$ cat config.mk
export PLATFORM = sky130hd
export DESIGN_NAME = qmac_pipe
export DESIGN_NICKNAME = d
export VERILOG_FILES = /design/src/rtl/qmac_pkg.sv /design/src/rtl/qmult_pipe.sv /design/src/rtl/qmac_pipe.sv
export SDC_FILE = /design/constraint.sdc
export NUM_CORES = 1
export LEC_CHECK = 0
export ABC_AREA = 1
export CAP_MARGIN = 20
export CORE_MARGIN = 8
export CORE_UTILIZATION = 35
export DETAILED_ROUTE_END_ITERATION = 8
export PLACE_DENSITY_LB_ADDON = 0.08
export SETUP_SLACK_MARGIN = 0.02
export SYNTH_ARGS = -nofsm -noshare
export SYNTH_HDL_FRONTEND = slang
export SYNTH_SLANG_ARGS = --single-unit
$ cat constraint.sdc
create_clock -name i_clk -period 4.25 [get_ports i_clk]
set_clock_uncertainty 0.1 [all_clocks]
set_input_delay 0.85 -clock i_clk [delete_from_list [all_inputs] [get_ports i_clk]]
set_output_delay 0.85 -clock i_clk [all_outputs]
set_load 0.005 [all_outputs]
$ cat src/rtl/qmac_pkg.sv
// qmac_pkg: shared sign-magnitude type, width helpers and accumulator state for the qmac pipeline
//   sm_t        wide sign-magnitude value used as the common adder format
//   acc_state_t accumulator state (IDLE = acc is +0, ACC = partial sum held)
//   pw_of/aw_of product and accumulator magnitude widths
//   sm_add      sign-magnitude add, zero result forced to +0
package qmac_pkg;
   localparam int SMW = 48;
   typedef struct packed {
      logic sign;
      logic [SMW-1:0] mag;
   } sm_t;
   typedef enum logic {IDLE, ACC} acc_state_t;
   function automatic int pw_of(input int n);
      return 2 * n - 2;
   endfunction
   function automatic int aw_of(input int n, input int g);
      return n - 1 + g;
   endfunction
   function automatic sm_t sm_add(input sm_t a, input sm_t b);
      sm_t r;
      logic a_big;
      a_big = a.mag >= b.mag;
      r.mag = (a.sign == b.sign) ? a.mag + b.mag : a_big ? a.mag - b.mag : b.mag - a.mag;
      r.sign = (a_big ? a.sign : b.sign) && (r.mag != '0);
      return r;
   endfunction
endpackage

$ cat src/rtl/qmult_pipe.sv
// qmult_pipe: two-stage sign-magnitude Q multiplier (multiply, then round/clamp with overflow flag)
//   i_clk, i_rst       clock, async active-high reset
//   i_en               advance both stages
//   i_valid/first/last operand tags, carried alongside the product
//   i_multiplicand/_multiplier  N-bit sign-magnitude operands
//   o_valid/first/last tags of the stage-2 product
//   o_sign, o_mag, o_ovf  product sign, N-1 bit magnitude, product overflow
module qmult_pipe import qmac_pkg::*; #(
   parameter int N = 16,
   parameter int Q = 12,
   parameter bit SAT = 1'b1,
   parameter bit RND = 1'b0
) (
   input  logic         i_clk,
   input  logic         i_rst,
   input  logic         i_en,
   input  logic         i_valid,
   input  logic         i_first,
   input  logic         i_last,
   input  logic [N-1:0] i_multiplicand,
   input  logic [N-1:0] i_multiplier,
   output logic         o_valid,
   output logic         o_first,
   output logic         o_last,
   output logic         o_sign,
   output logic [N-2:0] o_mag,
   output logic         o_ovf
);
   localparam int PW = pw_of(N);
   localparam logic [PW:0] HALF = (PW + 1)'(RND) << (Q - 1);
   logic s1_v, s1_f, s1_l, s1_s;
   logic [PW-1:0] s1_p;
   logic [PW:0] m;
   logic m_ovf;
   logic [N-2:0] m_mag;
   always_comb begin
      m = ({1'b0, s1_p} + HALF) >> Q;
      m_ovf = |m[PW:N-1];
      m_mag = (m_ovf && SAT) ? '1 : m[N-2:0];
   end
   always_ff @(posedge i_clk or posedge i_rst)
      if (i_rst) begin
         s1_v <= 1'b0;
         s1_f <= 1'b0;
         s1_l <= 1'b0;
         s1_s <= 1'b0;
         s1_p <= '0;
         o_valid <= 1'b0;
         o_first <= 1'b0;
         o_last <= 1'b0;
         o_sign <= 1'b0;
         o_mag <= '0;
         o_ovf <= 1'b0;
      end else if (i_en) begin
         s1_v <= i_valid;
         s1_f <= i_first;
         s1_l <= i_last;
         s1_s <= i_multiplicand[N-1] ^ i_multiplier[N-1];
         s1_p <= PW'(i_multiplicand[N-2:0]) * PW'(i_multiplier[N-2:0]);
         o_valid <= s1_v;
         o_first <= s1_f;
         o_last <= s1_l;
         o_sign <= s1_s && |m_mag;
         o_mag <= m_mag;
         o_ovf <= m_ovf;
      end
endmodule

$ cat src/rtl/qmac_pipe.sv
// qmac_pipe: pipelined sign-magnitude Q multiply-accumulate with guarded accumulator and held result
//   i_clk, i_rst        clock, async active-high reset
//   i_valid, o_ready    operand handshake (transfer on i_valid && o_ready)
//   i_first, i_last     open / close a dot product
//   i_multiplicand/_multiplier  N-bit sign-magnitude operands
//   o_valid, i_out_ready  result handshake
//   o_result, o_ovr     N-bit sign-magnitude result, sticky overflow of that result
module qmac_pipe import qmac_pkg::*; #(
   parameter int Q = 12,
   parameter int N = 16,
   parameter int G = 4,
   parameter bit SAT = 1'b1,
   parameter bit RND = 1'b0
) (
   input  logic         i_clk,
   input  logic         i_rst,
   input  logic         i_valid,
   output logic         o_ready,
   input  logic         i_first,
   input  logic         i_last,
   input  logic [N-1:0] i_multiplicand,
   input  logic [N-1:0] i_multiplier,
   output logic         o_valid,
   input  logic         i_out_ready,
   output logic [N-1:0] o_result,
   output logic         o_ovr
);
   localparam int AW = aw_of(N, G);
   acc_state_t state, state_n;
   logic use_acc;
   logic p_v, p_f, p_l, p_s, p_ovf;
   logic [N-2:0] p_m;
   logic acc_s, sticky;
   logic [AW-1:0] acc_m, sum_m;
   sm_t base, prod, sum;
   logic acc_ovf, sum_s, stk_n, res_ovf;
   logic [N-2:0] res_m;
   logic r_v, r_s, r_o;
   logic [N-2:0] r_m;
   assign o_ready = !(o_valid && !i_out_ready);
   qmult_pipe #(.N(N), .Q(Q), .SAT(SAT), .RND(RND)) u_mult (
      .i_clk(i_clk), .i_rst(i_rst), .i_en(o_ready),
      .i_valid(i_valid), .i_first(i_first), .i_last(i_last),
      .i_multiplicand(i_multiplicand), .i_multiplier(i_multiplier),
      .o_valid(p_v), .o_first(p_f), .o_last(p_l),
      .o_sign(p_s), .o_mag(p_m), .o_ovf(p_ovf)
   );
   always_ff @(posedge i_clk or posedge i_rst)
      if (i_rst) state <= IDLE;
      else state <= state_n;
   always_comb state_n = (o_ready && p_v) ? (p_l ? IDLE : ACC) : state;
   // i_first discards the running sum; IDLE always adds onto +0
   always_comb use_acc = (state == ACC) && !p_f;
   always_comb begin
      base.sign = use_acc && acc_s;
      base.mag = use_acc ? SMW'(acc_m) : '0;
      prod.sign = p_s;
      prod.mag = SMW'(p_m);
      sum = sm_add(base, prod);
      acc_ovf = |sum.mag[SMW-1:AW];
      sum_m = (acc_ovf && SAT) ? '1 : sum.mag[AW-1:0];
      sum_s = sum.sign && |sum_m;
      stk_n = (use_acc && sticky) || p_ovf || acc_ovf;
      res_ovf = |sum_m[AW-1:N-1];
      res_m = (res_ovf && SAT) ? '1 : sum_m[N-2:0];
   end
   // S3 registers the clamped result, then the output register presents it one edge later
   always_ff @(posedge i_clk or posedge i_rst)
      if (i_rst) begin
         acc_s <= 1'b0;
         acc_m <= '0;
         sticky <= 1'b0;
         r_v <= 1'b0;
         r_s <= 1'b0;
         r_m <= '0;
         r_o <= 1'b0;
         o_valid <= 1'b0;
         o_result <= '0;
         o_ovr <= 1'b0;
      end else if (o_ready) begin
         if (p_v) begin
            acc_s <= !p_l && sum_s;
            acc_m <= p_l ? '0 : sum_m;
            sticky <= !p_l && stk_n;
         end
         r_v <= p_v && p_l;
         if (p_v && p_l) begin
            r_s <= sum_s && |res_m;
            r_m <= res_m;
            r_o <= stk_n || res_ovf;
         end
         o_valid <= r_v;
         if (r_v) begin
            o_result <= {r_s, r_m};
            o_ovr <= r_o;
         end
      end
endmodule
==> results_dict.tcl, run 1 <==
set metrics [dict create \
    status "finished, violations left" \
    failing_checks "setup timing" \
    hold-path-endpoint "o_valid$_DFFE_PP0N_" \
    route.detailed.vias_per_inst 4.67 \
    min-delay-start "r_v$_DFFE_PP0N_" \
    cts.path.max_buffers 2 \
    number_of_hold_repair_buffers_added_at_the_cts_stage 0 \
    die_x_um 225 \
    synth_compound_gate_area_share_pct 7.93 \
    max_stage_delay_ns 0.54 \
    synth_top_area_share_pct 22.1 \
    min_path_cells 2 \
    combined_flip_flop_and_latch_cell_area_mm2 0.00250 \
    critical_path.reg2reg.startpoint "u_mult.o_first$_DFFE_PP0N_" \
    timing.final.hold_violations 0 \
    global_route.peak_usage_layer "met2" \
    holdCritPathClass "flip-flop to flip-flop" \
    num-nets-final 2737 \
    period_needed_ns 5.69 \
    synth-seq-cells 100 \
    stdcell_area_mm2 0.0193 \
    area_of_the_die_mm2 0.0507 \
    wl_um 48300 \
    drt_iter0_drc 636 \
    crit_top_cell "fa_1" \
    worst-r2r-cell-count 24 \
    grt_antenna_before_repair 0 \
    synth_simple_gate_area_share_pct 25.3 \
    achievable-frequency_mhz 176 \
    grt_usage_pct 19.4 \
    synth_largest_area_cell "fa_1" \
    final-setup-viol-count 18 \
    number_of_global_route_vias_before_repair 14800 \
    initial_core_util_pct 35.5 \
    cp_data_required_time_ns 4.38 \
    route.antenna.remaining_nets 0 \
    crit_path_start_kind "input pin" \
    maximum_number_of_pins_on_one_net_before_global_route_repair 69 \
    synth_area_per_cell_um2 7.11 \
    place_area_mm2 0.0182 \
    r2r-end "r_m[3]$_DFFE_PP0P_" \
    clkLatencyLatePin_ns 0.36 \
    h-tree-depth 3 \
    yosysSeqAreaShare_pct 16.3 \
    globalRoute.totalOverflow 0 \
    synth_mux_area_share_pct 1.25 \
    timing.critical_path.arrival_ns 5.82 \
    synth.cell_area_mm2 0.0153 \
    global_route.usage.met3_pct 1.26 \
    worst-path-max-fanout 5 \
    netlist_instances 2152 \
    final-max-slew-violation-count 0 \
    worstSetupPathType "input pin to flip-flop" \
    cts.clk_slew.worst_paths_ns 0.07 \
    drive_gt1_share_pct 22.3 \
    use_met2_pct 36.2 \
    number_of_flops_mapped_to_enable_cells_by_yosys 0 \
    multi_input_area_mm2 0.0113 \
    synth.lib_cells_used.distinct 46 \
    coreArea_mm2 0.0432 \
    maxCapViolations 0 \
    floorplan.io_pins 57 \
    finalWeightedCongestion 1.03 \
    drt_first_pass_iters 5 \
    groute.layer.met1.usage_pct 22.5 \
    fin_worst_hold_slack_ns 0.381 \
    worst-slew-pin-transition_ns 0.902 \
    fp-row-count 76 \
    crit_path_top_delay_cell "fa_1" \
    cts_tree "yes" \
    asyncSetResetFlopFracSynth_pct 100 \
    fillers 4606 \
    number_of_warnings_issued_by_yosys 0 \
    critical_path.top_delay_family "adder cells" \
    cts_made_buffers 9 \
    synthXorXnorAreaFrac_pct 1.19 \
    slew_headroom_pct 39.7 \
    cts_root_buf "clkbuf_16" \
    synthAdderAreaFrac_pct 33.2 \
    worst-path-buf-inv 7 \
    ant_cells 0 \
    drc_errors 0 \
    largest_family_of_logic_cells_by_synthesized_area "adder cells" \
    grt_setup_unrepaired "true" \
    post_synth_main_area_contributors "fa_1 (22%), dfrtp_1 (16%), nand2_1 (16%), inv_1 (12%), ha_1 (11%)" \
    detailroute.via_count 13900 \
    reg2reg_setup_slack_ns 0.44 \
    area_overhead_of_the_layout_relative_to_synthesis_pct 25.9 \
    critPathCaptureType "flip-flop" \
    route.detailed.wl_per_inst_um 16.2 \
    finalCritPeriodShare_pct 134 \
    synth.net_count 2495 \
    utilization_pct 44.7 \
    die-height_um 225 \
    finalWorstSetupSlack_ns -1.44 \
    place.port_buffers 56 \
    dpl.hpwl_um 42000 \
    clock_sink_count 100 \
    synth_ff_type "dfrtp_1" \
    wire_length_of_the_first_global_routing_pass_um 77900 \
]
## flip-flops by register name, indices dropped and copies added, names as in the netlist, 15 cells and up
| register | flops |
|---|---|
| acc_m | 19 |
| o_result | 16 |
| r_m | 15 |
| u_mult.o_mag | 15 |
| u_mult.s1_p | 18 |
## logic make-up (layout without fill, tap and decap cells)
family / after synthesis / after routing
multiplexers: 17 / 17
buffers and inverters: 580 / 827
AO/OA/AOI/OAI: 211 / 211
adder cells (fa/ha/maj): 305 / 305
flip-flops: 100 / 100
AND/OR/NAND/NOR: 919 / 919
XOR/XNOR: 20 / 20
## routing by layer
layer | up-vias | routed length [um]
li1 | 6956 | -
met1 | 6666 | 20200
met2 | 223 | 24800
met3 | 76 | 884
met4 | 0 | 2330
met5 | - | 0
## final cells by class
class	count	area share, %
flip-flops and latches	100	13.0
repair buffers	297	13.1
multi-input cells	1472	58.5
inverters	514	10.1
clock inverters	6	0.286
well taps	585	3.80
clock buffers	10	1.19
## per-stage QoR
| stage | worst slack [ns] | TNS (ns) | std cells |
|---|---|---|---|
| floorplan | -1.54 | -23.39 | 2152 |
| global placement | -2.39 | -40.10 | 2940 |
| detailed placement | -2.38 | -40.37 | 2940 |
| CTS | -1.49 | -24.52 | 2979 |
| global route | -1.69 | -28.02 | 2984 |
| finish | -1.44 | -24.37 | 2984 |
## worst reg2reg max path: stages, from the launching register on
cell,delay [ns]
dfrtp_1,0.39
inv_1,0.10
nand2_1,0.11
buf_4,0.18
nor2_1,0.39
ha_1,0.45
nand2_1,0.12
nand2_1,0.09
nand2_1,0.09
nand2_1,0.06
inv_1,0.08
nand2_2,0.07
nor2_4,0.22
nand3_2,0.17
nand2_1,0.13
nand2_1,0.08
nand2_1,0.10
nand2_1,0.06
nand2_2,0.08
nand2_2,0.06
nor2_4,0.12
nand2_4,0.15
buf_4,0.18
o22ai_2,0.10
inv_2,0.04
## what timing repair did
action / 4_1_cts / 5_1_grt
pin swaps: 110 / 64
endpoints found under the setup margin: 18 / 18
setup buffers: 23 / 9
gates resized for setup: 282 / 53
gates cloned: 1 / 0
## how the worst max path moves through the flow
stage	to	cells past startpoint	start	slack, ns
2_1_floorplan	u_mult.s1_p[23]$_DFFE_PP0N_	23	i_multiplier[4]	-1.54
3_3_place_gp	u_mult.s1_p[28]$_DFFE_PP0N_	21	i_multiplier[6]	-2.39
3_5_place_dp	u_mult.s1_p[24]$_DFFE_PP0N_	20	i_multiplicand[9]	-2.38
4_1_cts	u_mult.s1_p[26]$_DFFE_PP0N_	28	i_multiplicand[5]	-1.49
5_1_grt	u_mult.s1_p[26]$_DFFE_PP0N_	25	i_multiplicand[8]	-1.69
6_report	u_mult.s1_p[26]$_DFFE_PP0N_	25	i_multiplicand[8]	-1.44
## Yosys cell counts (10+ instances only)
| cell | number |
|---|---|
| inv_2 | 17 |
| o22ai_1 | 11 |
| o22ai_2 | 10 |
| fa_1 | 169 |
| nor2_1 | 94 |
| xor2_1 | 12 |
| mux2_2 | 17 |
| buf_4 | 13 |
| dfrtp_1 | 100 |
| nand4_1 | 23 |
| nand2_1 | 634 |
| a21oi_1 | 68 |
| o21ai_0 | 96 |
| clkbuf_1 | 46 |
| or2_2 | 12 |
| nor3_1 | 13 |
| inv_1 | 494 |
| nand3_1 | 100 |
| ha_1 | 136 |
| nand2_2 | 10 |
## cell usage in the layout (no fill, tap or decap), types with 49 or more instances in the layout
master,instances
a21oi_1,50
buf_4,201
buf_6,49
dfrtp_1,100
fa_1,161
ha_1,119
inv_1,457
inv_2,52
nand2_1,595
nand3_1,93
nor2_1,84
o21ai_0,79
Power of run 1 is not shown: default switching activity piles up to over one toggle a cycle in this logic, so the estimate is an artifact.
==> run 2, diff against run 1 <==
--- a/config.mk
+++ b/config.mk
@@ -12,6 +12,7 @@
 export DETAILED_ROUTE_END_ITERATION = 8
 export PLACE_DENSITY_LB_ADDON = 0.08
 export SETUP_SLACK_MARGIN = 0.02
+export SKIP_CTS_REPAIR_TIMING = 1
 export SYNTH_ARGS = -nofsm -noshare
 export SYNTH_HDL_FRONTEND = slang
 export SYNTH_SLANG_ARGS = --single-unit
==> run 2 against run 1 <==
The run still ends with setup timing left. Global-route usage shrank 0.26 points. Fmax shrank 1.6%. Core utilization decreased by 0.26 points. Setup slack worse by 0.091 ns. Via count shrank 0.19%. Die area did not move. Wire length down 0.22%. Clock-buffer cell count stayed put. First-iteration DRC count up 0.16%. Sequential share of layout area increased by 0.075 points.
==> results_dict.tcl, run 2 (same netlist as run 1, synthesis figures left out) <==
set metrics [dict create \
    route.antenna.remaining_nets 0 \
    utilization_pct 44.4 \
    min-delay-start "r_v$_DFFE_PP0N_" \
    critPathCaptureType "flip-flop" \
    grt_setup_unrepaired "true" \
    finalCritPeriodShare_pct 136 \
    critical_path.reg2reg.startpoint "u_mult.o_first$_DFFE_PP0N_" \
    stdcell_area_mm2 0.0192 \
    route.detailed.vias_per_inst 4.66 \
    place_area_mm2 0.0182 \
    place.port_buffers 56 \
    cts.path.max_buffers 2 \
    worstSetupPathType "input pin to flip-flop" \
    top_register "acc_m" \
    initial_core_util_pct 35.5 \
    clock_sink_count 100 \
    cts_tree "yes" \
    route.detailed.wl_per_inst_um 16.1 \
    final-setup-viol-count 18 \
    r2r-end "r_m[3]$_DFFE_PP0P_" \
    ant_cells 0 \
    cts_made_buffers 9 \
    clkLatencyLatePin_ns 0.36 \
    coreArea_mm2 0.0432 \
    number_of_global_route_vias_before_repair 14600 \
    reg2reg_setup_slack_ns 0.46 \
    drc_errors 0 \
    worst-slew-pin-transition_ns 0.937 \
    status "finished, violations left" \
    detailroute.via_count 13900 \
    wl_um 48200 \
    dpl.hpwl_um 42000 \
    holdCritPathClass "flip-flop to flip-flop" \
    maxCapViolations 0 \
    fin_worst_hold_slack_ns 0.381 \
    cp_data_required_time_ns 4.44 \
    area_of_the_die_mm2 0.0507 \
    finalWorstSetupSlack_ns -1.53 \
    timing.critical_path.from "i_multiplicand[5]" \
    worstSetupEndpoint "u_mult.s1_p[28]$_DFFE_PP0N_" \
    area_overhead_of_the_layout_relative_to_synthesis_pct 25.2 \
    crit_path_start_kind "input pin" \
    timing.final.hold_violations 0 \
    drive_gt1_share_pct 21.3 \
    die-height_um 225 \
    fp-row-count 76 \
    grt_usage_pct 19.1 \
    wire_length_of_the_first_global_routing_pass_um 76800 \
    worst-path-max-fanout 4 \
    period_needed_ns 5.78 \
    worst-r2r-cell-count 24 \
    timing.critical_path.arrival_ns 5.97 \
    num-nets-final 2736 \
    h-tree-depth 3 \
    final-max-slew-violation-count 0 \
    largest_register_ffs 19 \
    maximum_number_of_pins_on_one_net_before_global_route_repair 69 \
    finalWeightedCongestion 1.03 \
    drt_iter0_drc 637 \
    die_x_um 225 \
    cts.clk_slew.worst_paths_ns 0.07 \
    commonest_non_fill_non_tap_cell_in_the_layout "nand2_1" \
    failing_checks "setup timing" \
    largest_registers "acc_m x19, u_mult.s1_p x18, o_result x16" \
    post-place-ws_ns -2.38 \
    drt_first_pass_iters 5 \
    floorplan.io_pins 57 \
    layout.cells.most_common_list "nand2_1 (597), inv_1 (457), buf_4 (210), fa_1 (162), ha_1 (123)" \
    globalRoute.totalOverflow 0 \
    cts_root_buf "clkbuf_16" \
    slew_headroom_pct 37.3 \
    grt_antenna_before_repair 0 \
    achievable-frequency_mhz 173 \
]
-- run 2: metrics by stage --
stage                     setup TNS (ns)  cells
after floorplan                   -23.39   2152
after detailed placement          -40.37   2940
after global routing              -29.03   2983
final                             -25.49   2983
after CTS                         -33.55   2956
after global placement            -40.10   2940
-- run 2: final cells by class --
cell class	instances	area, um^2
clock buffers	10	229
clock inverters	6	55.1
fillers	4623	24000
inverters	514	1940
multi-input cells	1472	11200
flip-flops and latches	100	2500
well taps	585	732
repair buffers	296	2520
-- run 2: worst min-delay path by stage --
stage | to | cells past startpoint
after floorplan | r_m[12]$_DFFE_PP0P_ | 2
after global placement | acc_s$_DFFE_PP0P_ | 2
after detailed placement | o_valid$_DFFE_PP0N_ | 2
after CTS | o_valid$_DFFE_PP0N_ | 2
after global routing | o_valid$_DFFE_PP0N_ | 2
final | o_valid$_DFFE_PP0N_ | 2
-- run 2: worst max-delay path: stages --
cell     delay, ns
buf_6         0.09
buf_6         0.12
buf_12        0.13
nand2_4       0.06
inv_2         0.03
fa_1          0.48
inv_2         0.04
fa_1          0.52
inv_2         0.05
fa_1          0.50
fa_1          0.56
fa_1          0.44
fa_1          0.49
ha_4          0.34
buf_6         0.11
nand2_4       0.06
nor4_4        0.33
nand3_2       0.15
nand3_4       0.13
buf_6         0.11
a31oi_4       0.08
xor2_1        0.17
o21ai_1       0.12
-- run 2: metal layers --
metal	up-vias	wire length (um)	global-route usage, %
met5	-	0	0
met3	76	941	1.34
met4	0	2320	8.62
met2	215	24700	35.6
met1	6649	20200	22.1
li1	6955	-	-
Power of run 2 is left out for the same reason.
==> run 3, diff against run 2 <==
--- a/config.mk
+++ b/config.mk
@@ -10,6 +10,7 @@
 export CORE_MARGIN = 8
 export CORE_UTILIZATION = 35
 export DETAILED_ROUTE_END_ITERATION = 8
+export HOLD_SLACK_MARGIN = 0.03
 export PLACE_DENSITY_LB_ADDON = 0.08
 export SETUP_SLACK_MARGIN = 0.02
 export SKIP_CTS_REPAIR_TIMING = 1
==> results of run 3 <==
The final DEF is identical to that of run 2; final timing and power are the same.
Power of run 3 is left out for the same reason.
